### config.mk
export PLATFORM = sky130hd
export DESIGN_NAME = pdm_ddr_capture_ctrl_flat
export DESIGN_NICKNAME = d
export VERILOG_FILES = /design/src/rtl/pdm_ddr_capture_ctrl_if.sv /design/src/rtl/pdm_ddr_capture_ctrl.sv /design/src/flat_wrapper.sv
export SDC_FILE = /design/constraint.sdc
export NUM_CORES = 1
export LEC_CHECK = 0
export ABC_AREA = 1
export CAP_MARGIN = 30
export CORE_MARGIN = 2
export CORE_UTILIZATION = 40
export DETAILED_ROUTE_END_ITERATION = 8
export DONT_BUFFER_PORTS = 1
export PLACE_DENSITY_LB_ADDON = 0.15
export SLEW_MARGIN = 25
export SYNTH_ARGS = -nofsm -noshare
export SYNTH_HDL_FRONTEND = slang
export SYNTH_SLANG_ARGS = --single-unit
### constraint.sdc
create_clock -name clk -period 1.6 [get_ports clk]
set_input_delay 0.16 -clock clk [delete_from_list [all_inputs] [get_ports clk]]
set_output_delay 0.16 -clock clk [all_outputs]
set_load 0.05 [all_outputs]
### src/rtl/pdm_ddr_capture_ctrl_if.sv
// ---------------------------------------------------------------------------
// pdm_ddr_capture_ctrl_if
// Output word handshake between the PDM capture controller and the mic
// decimation filters.
//   data_left  [WORD_WIDTH] left-channel word, MSB = oldest bit
//   data_right [WORD_WIDTH] right-channel word, MSB = oldest bit
//   data_valid              word pair valid (producer)
//   data_ready              consumer accepts word pair (consumer)
// Modports: master = capture controller, slave = consumer.
// ---------------------------------------------------------------------------
interface pdm_ddr_capture_ctrl_if #(
    parameter int WORD_WIDTH = 8
);
    logic [WORD_WIDTH-1:0] data_left;
    logic [WORD_WIDTH-1:0] data_right;
    logic                  data_valid;
    logic                  data_ready;

    modport master (
        output data_left,
        output data_right,
        output data_valid,
        input  data_ready
    );

    modport slave (
        input  data_left,
        input  data_right,
        input  data_valid,
        output data_ready
    );
endinterface

### src/rtl/pdm_ddr_capture_ctrl.sv
// ---------------------------------------------------------------------------
// pdm_ddr_capture_ctrl
// Sequences a DDR input register pair for a shared-line PDM microphone pair.
// Generates the PDM clock and the capture-flop clock enable, shifts the
// rising-edge bit (q0, left) and falling-edge bit (q1, right) into per-channel
// shift registers, discards WARMUP_WORDS words after each start, and then
// presents left/right word pairs over a valid/ready handshake.
//
// Ports:
//   clk      in   system clock, rising edge
//   reset    in   asynchronous, active-low reset
//   enable   in   run request (level)
//   q0       in   rising-edge captured bit (left)
//   q1       in   falling-edge captured bit (right)
//   pdm_clk  out  registered PDM clock to the microphones
//   iddr_ce  out  clock enable to the DDR capture flops
//   overrun  out  sticky: a word completed while the previous pair was pending
//   out_if   master side of the word-pair handshake
// ---------------------------------------------------------------------------
module pdm_ddr_capture_ctrl #(
    parameter int CLK_DIV      = 16,
    parameter int WORD_WIDTH   = 8,
    parameter int WARMUP_WORDS = 2
) (
    input  logic                          clk,
    input  logic                          reset,
    input  logic                          enable,
    input  logic                          q0,
    input  logic                          q1,
    output logic                          pdm_clk,
    output logic                          iddr_ce,
    output logic                          overrun,
    pdm_ddr_capture_ctrl_if.master        out_if
);

    localparam int DIV_W  = $clog2(CLK_DIV);
    localparam int BIT_W  = $clog2(WORD_WIDTH + 1);
    localparam int WARM_W = (WARMUP_WORDS > 0) ? $clog2(WARMUP_WORDS + 1) : 1;

    localparam logic [DIV_W-1:0]  DIV_LEFT  = DIV_W'(CLK_DIV / 2 - 1);
    localparam logic [DIV_W-1:0]  DIV_HALF  = DIV_W'(CLK_DIV / 2);
    localparam logic [DIV_W-1:0]  DIV_LAST  = DIV_W'(CLK_DIV - 1);
    localparam logic [BIT_W-1:0]  BIT_LAST  = BIT_W'(WORD_WIDTH - 1);
    localparam logic [WARM_W-1:0] WARM_LAST = WARM_W'(WARMUP_WORDS - 1);

    localparam logic [1:0] S_IDLE   = 2'd0;
    localparam logic [1:0] S_WARMUP = 2'd1;
    localparam logic [1:0] S_RUN    = 2'd2;

    logic [1:0]            state_reg,     state_next;
    logic [DIV_W-1:0]      div_reg,       div_next;
    logic                  pdm_clk_reg,   pdm_clk_next;
    logic [WORD_WIDTH-1:0] left_sr_reg,   left_sr_next;
    logic [WORD_WIDTH-1:0] right_sr_reg,  right_sr_next;
    logic [BIT_W-1:0]      bit_cnt_reg,   bit_cnt_next;
    logic [WARM_W-1:0]     warm_cnt_reg,  warm_cnt_next;
    logic [WORD_WIDTH-1:0] out_left_reg,  out_left_next;
    logic [WORD_WIDTH-1:0] out_right_reg, out_right_next;
    logic                  valid_reg,     valid_next;
    logic                  overrun_reg,   overrun_next;

    logic                  active;
    logic                  left_strobe;
    logic                  right_strobe;
    logic                  word_done;
    logic                  xfer;
    logic                  load;
    logic [WORD_WIDTH-1:0] right_word;

    assign active       = (state_reg != S_IDLE);
    // Strobes are gated by enable so that a disable cycle never commits a
    // bit or a word: the partial word is thrown away as the block idles.
    assign left_strobe  = active && enable && (div_reg == DIV_LEFT);
    assign right_strobe = active && enable && (div_reg == DIV_LAST);
    assign word_done    = right_strobe && (bit_cnt_reg == BIT_LAST);
    assign xfer         = valid_reg && out_if.data_ready;
    // The right word is complete only after the current q1 bit is appended;
    // the left register already holds all bits by the completing strobe.
    assign right_word   = {right_sr_reg[WORD_WIDTH-2:0], q1};

    always_comb begin
        state_next     = state_reg;
        div_next       = div_reg;
        pdm_clk_next   = pdm_clk_reg;
        left_sr_next   = left_sr_reg;
        right_sr_next  = right_sr_reg;
        bit_cnt_next   = bit_cnt_reg;
        warm_cnt_next  = warm_cnt_reg;
        out_left_next  = out_left_reg;
        out_right_next = out_right_reg;
        valid_next     = valid_reg;
        overrun_next   = overrun_reg;
        load           = 1'b0;

        if (!enable) begin
            state_next    = S_IDLE;
            div_next      = '0;
            pdm_clk_next  = 1'b0;
            left_sr_next  = '0;
            right_sr_next = '0;
            bit_cnt_next  = '0;
            warm_cnt_next = '0;
        end else if (!active) begin
            // Start: PDM clock goes high together with the state change.
            state_next    = (WARMUP_WORDS == 0) ? S_RUN : S_WARMUP;
            div_next      = '0;
            pdm_clk_next  = 1'b1;
            left_sr_next  = '0;
            right_sr_next = '0;
            bit_cnt_next  = '0;
            warm_cnt_next = '0;
            overrun_next  = 1'b0;
        end else begin
            div_next     = (div_reg == DIV_LAST) ? '0 : div_reg + 1'b1;
            // Registered PDM clock follows the divider value it will sit at.
            pdm_clk_next = (div_next < DIV_HALF);

            if (left_strobe) begin
                left_sr_next = {left_sr_reg[WORD_WIDTH-2:0], q0};
            end

            if (right_strobe) begin
                right_sr_next = right_word;
                bit_cnt_next  = word_done ? '0 : bit_cnt_reg + 1'b1;
            end

            if (word_done && (state_reg == S_WARMUP)) begin
                if (warm_cnt_reg == WARM_LAST) begin
                    state_next    = S_RUN;
                    warm_cnt_next = '0;
                end else begin
                    warm_cnt_next = warm_cnt_reg + 1'b1;
                end
            end

            load = word_done && (state_reg == S_RUN);
        end

        // Output holding registers run independently of the capture state so
        // a pending pair survives a disable until it is accepted.
        if (load && (!valid_reg || xfer)) begin
            out_left_next  = left_sr_reg;
            out_right_next = right_word;
            valid_next     = 1'b1;
        end else begin
            if (load) begin
                overrun_next = 1'b1;
            end
            if (xfer) begin
                valid_next = 1'b0;
            end
        end
    end

    always_ff @(posedge clk or negedge reset) begin
        if (!reset) begin
            state_reg     <= S_IDLE;
            div_reg       <= '0;
            pdm_clk_reg   <= 1'b0;
            left_sr_reg   <= '0;
            right_sr_reg  <= '0;
            bit_cnt_reg   <= '0;
            warm_cnt_reg  <= '0;
            out_left_reg  <= '0;
            out_right_reg <= '0;
            valid_reg     <= 1'b0;
            overrun_reg   <= 1'b0;
        end else begin
            state_reg     <= state_next;
            div_reg       <= div_next;
            pdm_clk_reg   <= pdm_clk_next;
            left_sr_reg   <= left_sr_next;
            right_sr_reg  <= right_sr_next;
            bit_cnt_reg   <= bit_cnt_next;
            warm_cnt_reg  <= warm_cnt_next;
            out_left_reg  <= out_left_next;
            out_right_reg <= out_right_next;
            valid_reg     <= valid_next;
            overrun_reg   <= overrun_next;
        end
    end

    assign pdm_clk           = pdm_clk_reg;
    assign iddr_ce           = active;
    assign overrun           = overrun_reg;
    assign out_if.data_left  = out_left_reg;
    assign out_if.data_right = out_right_reg;
    assign out_if.data_valid = valid_reg;

endmodule

### src/flat_wrapper.sv
// flat-port wrapper written by rule: the top's interface ports become plain ports
module pdm_ddr_capture_ctrl_flat 
#(
    parameter int CLK_DIV      = 16,
    parameter int WORD_WIDTH   = 8,
    parameter int WARMUP_WORDS = 2
)
  (clk, reset, enable, q0, q1, pdm_clk, iddr_ce, overrun, out_if_data_left, out_if_data_right, out_if_data_valid, out_if_data_ready);
  pdm_ddr_capture_ctrl_if #(.WORD_WIDTH(WORD_WIDTH)) out_if_i ();
  input  logic clk;
  input  logic reset;
  input  logic enable;
  input  logic q0;
  input  logic q1;
  output logic pdm_clk;
  output logic iddr_ce;
  output logic overrun;
  output wire logic [$bits(out_if_i.data_left)-1:0] out_if_data_left;
  output wire logic [$bits(out_if_i.data_right)-1:0] out_if_data_right;
  output wire logic [$bits(out_if_i.data_valid)-1:0] out_if_data_valid;
  input wire logic [$bits(out_if_i.data_ready)-1:0] out_if_data_ready;
  assign out_if_data_left = out_if_i.data_left;
  assign out_if_data_right = out_if_i.data_right;
  assign out_if_data_valid = out_if_i.data_valid;
  assign out_if_i.data_ready = out_if_data_ready;
  pdm_ddr_capture_ctrl #(.CLK_DIV(CLK_DIV), .WORD_WIDTH(WORD_WIDTH), .WARMUP_WORDS(WARMUP_WORDS)) u_core (.clk(clk), .reset(reset), .enable(enable), .q0(q0), .q1(q1), .pdm_clk(pdm_clk), .iddr_ce(iddr_ce), .overrun(overrun), .out_if(out_if_i));
endmodule
==> flow_summary.ini <==
[run_status]
outcome = finished, final reports clean

[worst_setup_path]
worstSetupEndpointType = primary output
crit_path_cell_trace = nor2_1 -> inv_2
crit_slowest_cell = dfrtp_1
cp_top_family = flip-flops
critPathLaunchType = register
timing_worst_setup_path_type = reg -> out
worstSetupStartpoint = u_core.state_reg[0]
crit_required_ps = 1440
worstReg2RegStart = u_core.bit_cnt_reg[0]
path_buf_inv = 1
path_max_fanout = 5
cp.arrival_ps = 1310
max_stage_delay_ps = 430

[place]
dpl_cell_area_um2 = 1991
place_worst_setup_slack_ps = 37.26
portBuffers = 0
dpl.hpwl_um = 2492
gp_congestion = 0.7863

[synthesis]
syn-num-nets = 212
ys_ff_latch = 46
syn_area_per_cell_um2 = 9.378
netlist_area_um2 = 1913
yosys.area.top_type = dfrtp_1
syn_inst = 204
ys.warnings.count = 0
yosys.area.top_type_share_pct = 60.17
synthDistinctLibCells = 23
synth_seq_area_share_pct = 60.17
synth_top_cells_by_area = dfrtp_1 60%, nand2_1 9.6%, inv_1 5.9%

[global_routing]
antenna_found_initial = 0
grt_pass1_wl_um = 5865
grt_pass1_vias = 1298
grt.total_usage_pct = 14.52
grt_max_degree = 47
grt_overflow = 0

[routing]
vias_per_cell = 5.047
drtPass1Iterations = 4
drc = 0
ant_nets = 0
wl_um = 3789
routedWlPerCell_um = 13.68
vias = 1398
drt-initial-drc-count = 100

[sta]
slew_headroom_pct = 66.41
worst_clock_skew_ps = 7.623
setup_tns_ps = 0
hold_viol_final = 0
fin_ws_ps = 134.5
post-route-period-util_pct = 91.59
drv_slew = 0
fin_crit_ps = 1465
report.final.setup_viol = 0
fmax_ghz = 0.6824
tightest_slew_ps = 501.2

[clock_network]
clockBufferDepth = 2
clockRootBuffer = clkbuf_8
clock_sinks = 46
htreeDepth = 2
clock_latency_ps = 290
cts_buffers = 5
cts_tree = yes
clkSlewWorstSetupHoldPaths_ps = 80

[die]
initial_core_util_pct = 41.05
die_w_um = 73.16
ios = 26
rows = 25
fp.dieH_um = 73.16
die_area_um2 = 5352
coreArea_um2 = 4661

[hold_path]
min_path_type = in -> reg
hold_start = enable

[layout]
nets = 230
final_common_cell = nand2_1
design_area_um2 = 2251
antenna_cells = 0
synthToLayoutAreaGrowth_pct = 17.66
final_cell_mix = 49 x nand2_1, 46 x dfrtp_1, 28 x inv_1
drive_gt1_share_pct = 13.00

[power]
worst_ir_drop_vdd_mv = 0.5441
power.leakage_uw = 0.001077
finalPower_uw = 2153
p_per_area_nw_per_um2 = 956.7

[run]
cap_viol_max_count = 0
-- layout make-up --
class,count,area (um2)
clock buffers,6,72.57
clock inverters,2,37.54
fillers,454,2410
inverters,32,122.6
multi-input cells,124,659.4
flip-flops and latches,46,1151
well taps,54,67.56
repair buffers,13,140.1
-- stage by stage --
step | hold WS [ps] | utilization (%) | cells
floorplan | -135.6 | - | 204
global placement | -134.3 | 42.71 | 260
detailed placement | -134.2 | 42.71 | 260
CTS | 72.90 | 46.52 | 273
global route | 92.73 | 48.30 | 277
finish | 70.80 | 48.30 | 277
-- power breakdown --
part           switching, uW  internal (uW)  leakage, uW
sequential              13.7           1170     0.000638
combinational           89.1           37.8     0.000388
clock                    377            466    0.0000514
total                    479           1670      0.00108
-- kinds of logic (layout without fill, tap and decap cells) --
family	after synthesis	after routing	share of synthesized area, %
simple gates	92	93	21.78
flops	46	46	60.17
buf+inv	35	53	7.717
compound gates	27	27	8.109
fa+ha+maj	2	2	1.308
xor+xnor	2	2	0.9158
-- what timing repair did --
action | 4_1_cts | 5_1_grt
resized for setup | 0 | 10
hold buffers | 5 | 0
endpoints found under the setup margin | 0 | 20
endpoints found under the hold margin | 51 | 0
setup buffers | 0 | 3
-- metal layers --
metal / share of wire, % / up-vias / global-route usage (%)
li1: - / 696 / -
met1: 47 / 658 / 18.36
met2: 48 / 42 / 23.22
met3: 5.0 / 2 / 4.558
met4: 0.77 / 0 / 5.556
met5: 0 / - / 0
-- final timing paths --
check | to | slack (ps) | depth (start not counted)
worst max-delay path | iddr_ce | 130 | 2
worst min-delay path | u_core.state_reg[0] | 70 | 4
worst max register to register | u_core.out_if.data_right[6] | 140 | 8
worst min register to register | u_core.div_reg[0] | 480 | 1
max in group asynchronous | u_core.div_reg[1] | 1020 | 2
min in group asynchronous | u_core.out_if.data_left[6] | 370 | 2
-- worst register-to-register path: cells and delay by family (launching register included) --
kind | cells | cell delay (ps)
and+or+nand+nor | 6 | 670
DFF | 1 | 380
adders and majority gates | 1 | 190
buffers and inverters | 1 | 120
-- Yosys cell counts --
cell and count:
nand2_1 49, dfrtp_1 46, inv_1 30, nand3_1 21, nor2_1 13, o22ai_1 13, o21ai_0 11, buf_6 2
ha_1 2, nand4_1 2, nor2_4 2, nor3_1 2, a21oi_1 1, a22o_1 1, buf_2 1, clkinv_1 1
inv_2 1, nand3_2 1, nand3_4 1, nor2_2 1, o21ai_1 1, xnor2_1 1, xor2_1 1
Note: power is estimated with default switching activity, not from simulation.
